==> config.mk <==
export PLATFORM = sky130hd
export DESIGN_NAME = mem_stage
export DESIGN_NICKNAME = d
export VERILOG_FILES = /design/src/rtl/mem_stage.sv
export SDC_FILE = /design/constraint.sdc
export NUM_CORES = 1
export LEC_CHECK = 0
export BUFFER_PORTS_ARGS = -buffer_cell sky130_fd_sc_hd__buf_2
export CAP_MARGIN = 15
export CORE_AREA = 8 8 94 181
export DETAILED_ROUTE_END_ITERATION = 8
export DIE_AREA = 0 0 102 189
export PLACE_DENSITY = 0.7
export REMOVE_ABC_BUFFERS = 1
export SLEW_MARGIN = 20
export SYNTH_ARGS = -nofsm -noshare
export SYNTH_HDL_FRONTEND = slang
export SYNTH_SLANG_ARGS = --single-unit
export TNS_END_PERCENT = 50
==> constraint.sdc <==
create_clock -name clk -period 2.1 [get_ports clk]
set_input_delay 0.315 -clock clk [delete_from_list [all_inputs] [get_ports clk]]
set_output_delay 0.315 -clock clk [all_outputs]
set_load 0.05 [all_outputs]
==> src/rtl/mem_stage.sv <==
// mem_stage: EX->MEM pipeline register and load-return unit.
// Captures one ALU result per instruction and hands it to writeback.
// Loads issued to the dcache park in WAIT until read data arrives. The
// returned word is then aligned and sign/zero-extended.
// A flushed load parks in DRAIN until its response has been consumed.
// Optional feature macro: MEM_TIMEOUT_EN. When it is defined, a bounded
// wait forces completion after TIMEOUT_CYCLES and sets wb_err_o.
module mem_stage #(
    parameter int         TIMEOUT_CYCLES = 256,
    parameter logic [7:0] ALU_LDB        = 8'h20,
    parameter logic [7:0] ALU_LDBU       = 8'h21,
    parameter logic [7:0] ALU_LDH        = 8'h22,
    parameter logic [7:0] ALU_LDHU       = 8'h23,
    parameter logic [7:0] ALU_LDW        = 8'h24,
    parameter logic [7:0] ALU_LLW        = 8'h25
) (
    input  logic        clk,
    input  logic        rst,
    input  logic        flush,
    input  logic        pause_i,
    input  logic        ex_valid_i,
    input  logic [31:0] ex_pc_i,
    input  logic [7:0]  ex_aluop_i,
    input  logic [31:0] ex_addr_i,
    input  logic        ex_mem_req_i,
    input  logic        ex_reg_we_i,
    input  logic [4:0]  ex_reg_waddr_i,
    input  logic [31:0] ex_reg_wdata_i,
    input  logic        dc_rvalid_i,
    input  logic [31:0] dc_rdata_i,
    output logic        pause_mem_o,
    output logic        wb_valid_o,
    output logic [31:0] wb_pc_o,
    output logic        wb_reg_we_o,
    output logic [4:0]  wb_reg_waddr_o,
    output logic [31:0] wb_reg_wdata_o,
    output logic        wb_err_o
);

    typedef enum logic [1:0] {IDLE, WAIT, DRAIN} state_t;

    state_t      state_reg;
    logic        wb_valid_reg;
    logic [31:0] wb_pc_reg;
    logic        wb_reg_we_reg;
    logic [4:0]  wb_reg_waddr_reg;
    logic [31:0] wb_reg_wdata_reg;
    logic        wb_err_reg;
    logic [7:0]  ld_op_reg;
    logic [1:0]  ld_off_reg;
    logic        ld_we_reg;
    logic        resp_pend_reg;
    logic [31:0] resp_data_reg;

    logic        ex_is_load;
    logic        have_resp;
    logic [31:0] resp_word;
    logic [7:0]  byte_lane [4];
    logic [7:0]  sel_byte;
    logic [15:0] sel_half;
    logic [31:0] load_data;
    logic        timeout_hit;

    // Only the byte offset of the address matters for alignment.
    logic unused_addr_bits;
    assign unused_addr_bits = &{1'b0, ex_addr_i[31:2]};

    assign ex_is_load = (ex_aluop_i == ALU_LDB)  || (ex_aluop_i == ALU_LDBU) ||
                        (ex_aluop_i == ALU_LDH)  || (ex_aluop_i == ALU_LDHU) ||
                        (ex_aluop_i == ALU_LDW)  || (ex_aluop_i == ALU_LLW);

    // A response latched while paused is used in place of the live bus.
    assign have_resp = dc_rvalid_i || resp_pend_reg;
    assign resp_word = dc_rvalid_i ? dc_rdata_i : resp_data_reg;

    for (genvar gi = 0; gi < 4; gi++) begin : g_lane
        assign byte_lane[gi] = resp_word[8*gi +: 8];
    end

    assign sel_byte = byte_lane[ld_off_reg];
    assign sel_half = ld_off_reg[1] ? resp_word[31:16] : resp_word[15:0];

    // Extend the selected lane according to the captured load flavour.
    always_comb begin
        load_data = resp_word;
        case (ld_op_reg)
            ALU_LDB:  load_data = {{24{sel_byte[7]}}, sel_byte};
            ALU_LDBU: load_data = {24'h0, sel_byte};
            ALU_LDH:  load_data = {{16{sel_half[15]}}, sel_half};
            ALU_LDHU: load_data = {16'h0, sel_half};
            default:  load_data = resp_word;
        endcase
    end

`ifdef MEM_TIMEOUT_EN
    localparam int CNT_W = $clog2(TIMEOUT_CYCLES + 1);
    logic [CNT_W-1:0] tmo_cnt_reg;

    // Count cycles spent waiting on the dcache; saturate at the limit.
    always_ff @(posedge clk) begin
        if (rst || state_reg == IDLE) begin
            tmo_cnt_reg <= '0;
        end else if (tmo_cnt_reg != CNT_W'(TIMEOUT_CYCLES - 1)) begin
            tmo_cnt_reg <= tmo_cnt_reg + 1'b1;
        end
    end

    assign timeout_hit = (state_reg != IDLE) && (tmo_cnt_reg == CNT_W'(TIMEOUT_CYCLES - 1));
`else
    localparam int unused_timeout_cycles = TIMEOUT_CYCLES;
    assign timeout_hit = 1'b0;
`endif

    // Pipeline register plus load-wait state machine.
    always_ff @(posedge clk) begin
        if (rst) begin
            state_reg        <= IDLE;
            wb_valid_reg     <= 1'b0;
            wb_pc_reg        <= '0;
            wb_reg_we_reg    <= 1'b0;
            wb_reg_waddr_reg <= '0;
            wb_reg_wdata_reg <= '0;
            wb_err_reg       <= 1'b0;
            ld_op_reg        <= '0;
            ld_off_reg       <= '0;
            ld_we_reg        <= 1'b0;
            resp_pend_reg    <= 1'b0;
            resp_data_reg    <= '0;
        end else begin
            case (state_reg)
                IDLE: begin
                    if (flush) begin
                        wb_valid_reg  <= 1'b0;
                        wb_reg_we_reg <= 1'b0;
                        wb_err_reg    <= 1'b0;
                    end else if (!pause_i) begin
                        wb_err_reg       <= 1'b0;
                        wb_pc_reg        <= ex_pc_i;
                        wb_reg_waddr_reg <= ex_reg_waddr_i;
                        if (ex_valid_i && ex_is_load && ex_mem_req_i) begin
                            wb_valid_reg  <= 1'b0;
                            wb_reg_we_reg <= 1'b0;
                            ld_op_reg     <= ex_aluop_i;
                            ld_off_reg    <= ex_addr_i[1:0];
                            ld_we_reg     <= ex_reg_we_i;
                            resp_pend_reg <= 1'b0;
                            state_reg     <= WAIT;
                        end else begin
                            wb_valid_reg     <= ex_valid_i;
                            wb_reg_we_reg    <= ex_valid_i && ex_reg_we_i;
                            wb_reg_wdata_reg <= ex_reg_wdata_i;
                        end
                    end
                end
                WAIT: begin
                    if (flush) begin
                        wb_valid_reg  <= 1'b0;
                        wb_reg_we_reg <= 1'b0;
                        wb_err_reg    <= 1'b0;
                        resp_pend_reg <= 1'b0;
                        state_reg     <= (have_resp || timeout_hit) ? IDLE : DRAIN;
                    end else if (pause_i) begin
                        if (dc_rvalid_i) begin
                            resp_pend_reg <= 1'b1;
                            resp_data_reg <= dc_rdata_i;
                        end
                    end else if (have_resp) begin
                        wb_valid_reg     <= 1'b1;
                        wb_reg_we_reg    <= ld_we_reg;
                        wb_reg_wdata_reg <= load_data;
                        wb_err_reg       <= 1'b0;
                        resp_pend_reg    <= 1'b0;
                        state_reg        <= IDLE;
                    end else if (timeout_hit) begin
                        wb_valid_reg     <= 1'b1;
                        wb_reg_we_reg    <= ld_we_reg;
                        wb_reg_wdata_reg <= '0;
                        wb_err_reg       <= 1'b1;
                        state_reg        <= IDLE;
                    end else begin
                        wb_valid_reg  <= 1'b0;
                        wb_reg_we_reg <= 1'b0;
                        wb_err_reg    <= 1'b0;
                    end
                end
                DRAIN: begin
                    if (dc_rvalid_i || timeout_hit) begin
                        state_reg <= IDLE;
                    end
                end
                default: state_reg <= IDLE;
            endcase
        end
    end

    assign pause_mem_o    = (state_reg != IDLE);
    assign wb_valid_o     = wb_valid_reg;
    assign wb_pc_o        = wb_pc_reg;
    assign wb_reg_we_o    = wb_reg_we_reg;
    assign wb_reg_waddr_o = wb_reg_waddr_reg;
    assign wb_reg_wdata_o = wb_reg_wdata_reg;
    assign wb_err_o       = wb_err_reg;

endmodule
==> reports/summary.txt, run 1 <==
run status: completed
startpoint of the worst hold path: ex_pc_i[31]
max capacitance violation total: 0
startpoint-to-endpoint class of the critical path: flop to flop
count leader, synth: sky130_fd_sc_hd__dfxtp_1
antenna cell count: 0
clock slew seen by the registers of the worst setup and hold paths: 0.05 ns
Syn Inst Count: 659
post-synthesis cell type count: 51
post-synthesis cell type with the largest combined area: sky130_fd_sc_hd__dfxtp_1
final non-filler cell area: 0.007557 mm2
count of buffers added by post-CTS timing repair for setup: 0
detailed placement HPWL: 12.74 mm
fillers: 1452
number of global-route vias before repair: 5534
Post-Place Cell Area: 0.006979 mm2
Synth top area share: 40.95%
ratio of cells with drive above 1 in the final layout: 36.28%
startpoint of the worst-slack reg-to-reg timing path: state_reg[1]$_SDFFE_PP0P_
beginning of the critical path: state_reg[1]$_SDFFE_PP0P_
Worst-Margin Slew: 0.6188 ns
Max rail drop VDD: 0.5840 mV
Crit path depth: 6
post-synthesis simple-gate area fraction: 25.51%
worst-case reg-to-reg path depth: 6
proportion of synthesized area in mux cells: 9.013%
highest fanout seen on the critical path: 8
latest clock arrival within the worst-skew pair: 0.41 ns
clock tree root buffer cell: sky130_fd_sc_hd__clkbuf_16
aggregate global routing overflow: 0
initial cell density of the core: 39.01%
CTS sink count: 117
Period Utilization, post-route: 91.10%
GRT Util Overall: 18.11%
number of detailed-routing iterations run before antenna repair: 5
worst slew slack as a fraction of its limit: 58.59%
number of buffers created by CTS: 17
Synth Area in Compound Gates: 19.12%
CP required: 2.37 ns
Hold Crit Class: input pin to flop
total power divided by cell area: 798.5 mW/mm2
hold-critical path depth: 3
I/O pin cnt: 222
number of hold buffers added after CTS: 0
highest cell delay on the worst timing path: 0.36 ns
Die Y: 189 um
routed vias: 5487
WL per Instance: 16.71 um
detailed-route wire length: 17.63 mm
wire length of the first global-routing pass: 27.89 mm
routed via count divided by cell count: 5.201
cells taking the most area after synthesis: sky130_fd_sc_hd__dfxtp_1 41%, sky130_fd_sc_hd__nand2_1 7.1%, sky130_fd_sc_hd__mux2i_1 6.7%
maximum buffer depth of the clock tree: 2
worst clock skew: 0.008314 ns
cell chain of the critical path: nand2b_1 > nor4_4 > buf_4 > nand2_1 > o22ai_1 > nor4_2
synthesized-area fraction occupied by xor and xnor cells: 0%
cell types with the highest counts after synthesis: 117 x sky130_fd_sc_hd__dfxtp_1, 108 x sky130_fd_sc_hd__nand2_1, 82 x sky130_fd_sc_hd__nor2_1, 61 x sky130_fd_sc_hd__a21oi_1, 47 x sky130_fd_sc_hd__a211oi_1
arithmetic-cell share of the synthesized area counting full adders, half adders and majority gates: 0%
setup violators final: 0
remaining antenna violation count: 0
total buffers and inverters traversed by the critical path: 1
number of synthesized register bits: 117
weighted congestion reported at the end of routability-driven placement: 0.9111
number of nets in the finished design: 996
portion of the post-synthesis area used by sequential elements: 40.95%
Post-synth ARST share: 0%
total of warnings raised by yosys: 0
Max Slew Vio Count: 0
width of the die: 102 um
dominant combinational cell family by area after synthesis: simple AND/OR/NAND/NOR gates
area enclosed by the die boundary: 0.01928 mm2
detailed router's first-iteration violation count: 273
most frequently used flop master after synthesis: sky130_fd_sc_hd__dfxtp_1
number of antenna violations at the first check in global routing: 0
core footprint: 0.01466 mm2
Leakage: 3.262 nW
Layout area overhead: 32.14%
Mean Syn Cell Area: 8.679 um2
Critical Path AT: 2.19 ns
kind of cell with the highest combined delay on the critical path: simple AND/OR/NAND/NOR gates
Startpoint Class: flop
final hold violation count: 0
maximum level of the CTS H-tree: 4
CP max stage cell: sky130_fd_sc_hd__dfxtp_1
clock tree from TritonCTS: yes
total standard cell area after synthesis: 0.005719 mm2
kind of capture point of the worst setup path: flop
I/O Buffers: 190
pin count of the biggest net entering global routing: 62
maximum clock rate: 522.7 MHz
Final Critical Period: 1.913 ns
setup TNS: 0 ns
number of DRC violations after detailed routing: 0
number of standard-cell rows in the floorplan: 63
unrepaired setup endpoints after global routing: no
number of enable-type register cells in the synthesized netlist: 0
## worst paths after layout
kind / slack (ns) / end
max: 0.19 / wb_reg_wdata_o[6]$_SDFFE_PP0P_
min: 0.14 / wb_pc_o[31]$_SDFFE_PP0P_
max reg2reg: 0.19 / wb_reg_wdata_o[6]$_SDFFE_PP0P_
min reg2reg: 0.44 / ld_op_reg[5]$_SDFFE_PP0P_
## layout by cell type, fill, tap and decap left out, types with 10 or more instances in the layout
cell type                   netlist  layout
sky130_fd_sc_hd__buf_2           10     189
sky130_fd_sc_hd__dfxtp_1        117     117
sky130_fd_sc_hd__nand2_1        108     108
sky130_fd_sc_hd__nor2_1          82      82
sky130_fd_sc_hd__a21oi_1         61      61
sky130_fd_sc_hd__a211oi_1        47      47
sky130_fd_sc_hd__mux2i_1         38      38
sky130_fd_sc_hd__buf_4            5      31
sky130_fd_sc_hd__o21ai_0         23      23
sky130_fd_sc_hd__clkbuf_16        0      17
sky130_fd_sc_hd__nor2_2          13      13
sky130_fd_sc_hd__nor4b_4         12      12
sky130_fd_sc_hd__o21ai_1         10      10
## power breakdown
part	internal [mW]	total, mW	switching [mW]	leakage, nW
logic	0.302	0.894	0.592	2.04
registers	2.30	2.34	0.0412	0.953
clock network	1.80	2.80	1.00	0.273
## layer usage
metal  track usage (%)  part of all wire, %  routed length, um
met1             21.95                   42               7341
met2             28.94                   48               8429
met3             6.034                  9.0               1578
met4             6.147                  1.6                280
met5                 0                    0                  0
## area by class of cell
class	instances	area [um2]	share of cell area, %
clock inverters	9	102.6	1.358
inverters	3	11.26	0.1490
clock buffers	23	467.9	6.192
repair buffers	226	1299	17.19
flip-flops and latches	117	2342	30.99
multi-input cells	482	3090	40.89
well taps	195	244.0	3.228
## cell families (layout without fill, tap and decap cells)
group | after synthesis | after routing
AOI/OAI and AO/OA | 173 | 173
buffers and inverters | 60 | 261
DFF | 117 | 117
muxes | 48 | 48
other | 1 | 1
and+or+nand+nor | 260 | 260
## worst register-to-register path, cell delays in order (launching register included)
cell                       delay [ns]
sky130_fd_sc_hd__dfxtp_1         0.36
sky130_fd_sc_hd__nand2b_1        0.26
sky130_fd_sc_hd__nor4_4          0.32
sky130_fd_sc_hd__buf_4           0.24
sky130_fd_sc_hd__nand2_1         0.28
sky130_fd_sc_hd__o22ai_1         0.27
sky130_fd_sc_hd__nor4_2          0.06
## timing repair
item,CTS,global route
resized for setup,0,1
endpoints found under the setup margin,0,4
endpoints found under the hold margin,0,0
## through the flow
step	std cells	hold slack [ns]	power, mW	setup slack, ns	util (%)
2_1_floorplan	602	0.3829	2.907	-2.183	-
3_3_place_gp	1023	0.4341	3.270	0.07974	47.60
3_5_place_dp	1023	0.4437	3.282	0.03075	47.60
4_1_cts	1055	0.1269	6.119	0.1294	51.49
5_1_grt	1055	0.1331	6.270	0.06252	51.54
6_report	1055	0.1420	6.034	0.1869	51.54
Power figures use the tool's default switching activity.
==> run 2: changes to the inputs <==
--- a/config.mk
+++ b/config.mk
@@ -13,4 +13,5 @@
 export PLACE_DENSITY = 0.7
 export REMOVE_ABC_BUFFERS = 1
+export SETUP_SLACK_MARGIN = 0.15
 export SLEW_MARGIN = 20
 export SYNTH_ARGS = -nofsm -noshare
==> constraint.sdc (replaced) <==
create_clock -name clk -period 2.1 [get_ports clk]
set_input_delay 0.315 -clock clk [delete_from_list [all_inputs] [get_ports clk]]
set_output_delay 0.315 -clock clk [all_outputs]
set_load 0.01 [all_outputs]
==> reports/summary.txt, run 2 (synthesized netlist as in run 1, its figures left out) <==
Die Y: 189 um (unchanged)
most common library cell in the layout ignoring fill and taps: sky130_fd_sc_hd__buf_2 (unchanged)
highest fanout seen on the critical path: 12 (was 8)
CP required: 2.40 ns (was 2.37 ns)
initial cell density of the core: 39.01% (unchanged)
width of the die: 102 um (unchanged)
number of nets in the finished design: 996 (unchanged)
number of buffers created by CTS: 17 (unchanged)
run status: completed (unchanged)
post-route core utilization: 51.57% (was 51.54%)
remaining antenna violation count: 0 (unchanged)
core footprint: 0.01466 mm2 (unchanged)
number of antenna violations at the first check in global routing: 0 (unchanged)
I/O pin cnt: 222 (unchanged)
Startpoint Class: flop (unchanged)
max capacitance violation total: 0 (unchanged)
pin count of the biggest net entering global routing: 62 (unchanged)
number of global-route vias before repair: 5516 (was 5534)
maximum clock rate: 529.7 MHz (was 522.7 MHz)
number of standard-cell rows in the floorplan: 63 (unchanged)
final non-filler cell area: 0.007561 mm2 (was 0.007557 mm2)
weighted congestion reported at the end of routability-driven placement: 0.9111 (unchanged)
number of detailed-routing iterations run before antenna repair: 5 (unchanged)
Post-Place Cell Area: 0.006979 mm2 (unchanged)
worst slew slack as a fraction of its limit: 60.11% (was 58.59%)
GRT met2 Usage: 29.47% (was 28.94%)
GRT Max-Usage Layer: met2 (unchanged)
aggregate global routing overflow: 0 (unchanged)
antenna cell count: 0 (unchanged)
met1 GRT Util: 22.13% (was 21.95%)
GRT Util Overall: 18.17% (was 18.11%)
CTS sink count: 117 (unchanged)
WL per Instance: 16.74 um (was 16.71 um)
detailed router's first-iteration violation count: 236 (was 273)
startpoint of the worst hold path: ex_pc_i[31] (unchanged)
kind of capture point of the worst setup path: flop (unchanged)
routed vias: 5482 (was 5487)
unrepaired setup endpoints after global routing: yes (was no)
Max Slew Vio Count: 0 (unchanged)
Layout area overhead: 32.20% (was 32.14%)
clock slew seen by the registers of the worst setup and hold paths: 0.05 ns (about the same)
I/O Buffers: 190 (unchanged)
Period Utilization, post-route: 89.89% (was 91.10%)
beginning of the critical path: resp_pend_reg$_SDFFE_PP0P_ (was state_reg[1]$_SDFFE_PP0P_)
most frequent cells in the layout: 189 x sky130_fd_sc_hd__buf_2, 116 x sky130_fd_sc_hd__dfxtp_1, 107 x sky130_fd_sc_hd__nand2_1 (was 189 x sky130_fd_sc_hd__buf_2, 117 x sky130_fd_sc_hd__dfxtp_1, 108 x sky130_fd_sc_hd__nand2_1)
ratio of cells with drive above 1 in the final layout: 36.51% (was 36.28%)
final hold violation count: 0 (unchanged)
met3 usage: 5.887% (was 6.034%)
clock tree from TritonCTS: yes (unchanged)
detailed placement HPWL: 12.74 mm (unchanged)
maximum buffer depth of the clock tree: 2 (unchanged)
setup violators final: 0 (unchanged)
fillers: 1450 (was 1452)
detailed-route wire length: 17.67 mm (was 17.63 mm)
routed via count divided by cell count: 5.196 (was 5.201)
Hold Crit Class: input pin to flop (unchanged)
Leakage: 3.263 nW (was 3.262 nW)
area enclosed by the die boundary: 0.01928 mm2 (unchanged)
count of buffers added by post-CTS timing repair for setup: 0 (unchanged)
latest clock arrival within the worst-skew pair: 0.40 ns (was 0.41 ns)
worst clock skew: 0.007935 ns (was 0.008314 ns)
number of DRC violations after detailed routing: 0 (unchanged)
clock tree root buffer cell: sky130_fd_sc_hd__clkbuf_16 (unchanged)
Final Critical Period: 1.888 ns (was 1.913 ns)
Critical Path AT: 2.19 ns (about the same)
total power divided by cell area: 767.2 mW/mm2 (was 798.5 mW/mm2)
maximum level of the CTS H-tree: 4 (unchanged)
startpoint-to-endpoint class of the critical path: flop to flop (unchanged)
wire length of the first global-routing pass: 27.99 mm (was 27.89 mm)
number of hold buffers added after CTS: 0 (unchanged)
startpoint of the worst-slack reg-to-reg timing path: resp_pend_reg$_SDFFE_PP0P_ (was state_reg[1]$_SDFFE_PP0P_)
Max rail drop VDD: 0.5777 mV (was 0.5840 mV)
Worst-Margin Slew: 0.5962 ns (was 0.6188 ns)
[run 2: cell counts in the layout (fill, tap and decap cells not counted)]
No cell type changed its count.
[run 2: critical path, cell delays in order, from the launching register on]
cell and delay [ns]:
sky130_fd_sc_hd__dfxtp_1 0.38, sky130_fd_sc_hd__nor2_2 0.11, sky130_fd_sc_hd__a2111o_1 0.51, sky130_fd_sc_hd__nor2_8 0.27
sky130_fd_sc_hd__buf_12 0.18, sky130_fd_sc_hd__nor2_1 0.04, sky130_fd_sc_hd__nor4b_1 0.27
[run 2: repair_timing]
action	4_1_cts	5_1_grt
setup endpoints to repair	1	19
pin swaps	0	0
hold endpoints to repair	0	0
resized for setup	1	2
[run 2: power breakdown]
group / total (mW) / internal [mW] / leakage (nW) / switching, mW
combinational: 0.664 / 0.301 / 2.04 / 0.362
sequential: 2.34 / 2.30 / 0.954 / 0.0412
clock: 2.80 / 1.80 / 0.273 / 0.998
[run 2: through the flow]
step                      hold WS, ns  total power [mW]  TNS [ns]  cells  worst slack [ns]
after floorplan                0.3829             2.676   -108.17    602            -1.970
final                          0.1434             5.801         0   1055            0.2123
after global routing           0.1331             6.040         0   1055            0.1063
after CTS                      0.1269             5.888         0   1055            0.1938
after global placement         0.4341             3.039         0   1023           0.07974
after detailed placement       0.4437             3.050         0   1023           0.03075
[run 2: path summary, 6_finish.rpt]
check	to	slack, ns	depth (start not counted)
max	wb_reg_wdata_o[16]$_SDFFE_PP0P_	0.21	6
min	wb_pc_o[31]$_SDFFE_PP0P_	0.14	3
min reg2reg	ld_op_reg[5]$_SDFFE_PP0P_	0.44	2
max reg2reg	wb_reg_wdata_o[16]$_SDFFE_PP0P_	0.21	6
[run 2: layout make-up]
type                       instances  area [um2]  area share [%]
inverter                           3       11.26          0.1489
timing repair buffer             226        1299           17.18
clock inverter                     9       102.6           1.357
tap                              195       244.0           3.227
sequential                       117        2344           30.99
clock buffer                      23       467.9           6.189
multi-input combinational        482        3093           40.91
[run 2: per-layer routing]
layer	vias to the layer above	routed length (um)
met5	-	0
met4	0	244
met3	20	1570
met2	207	8481
met1	2556	7368
li1	2699	-
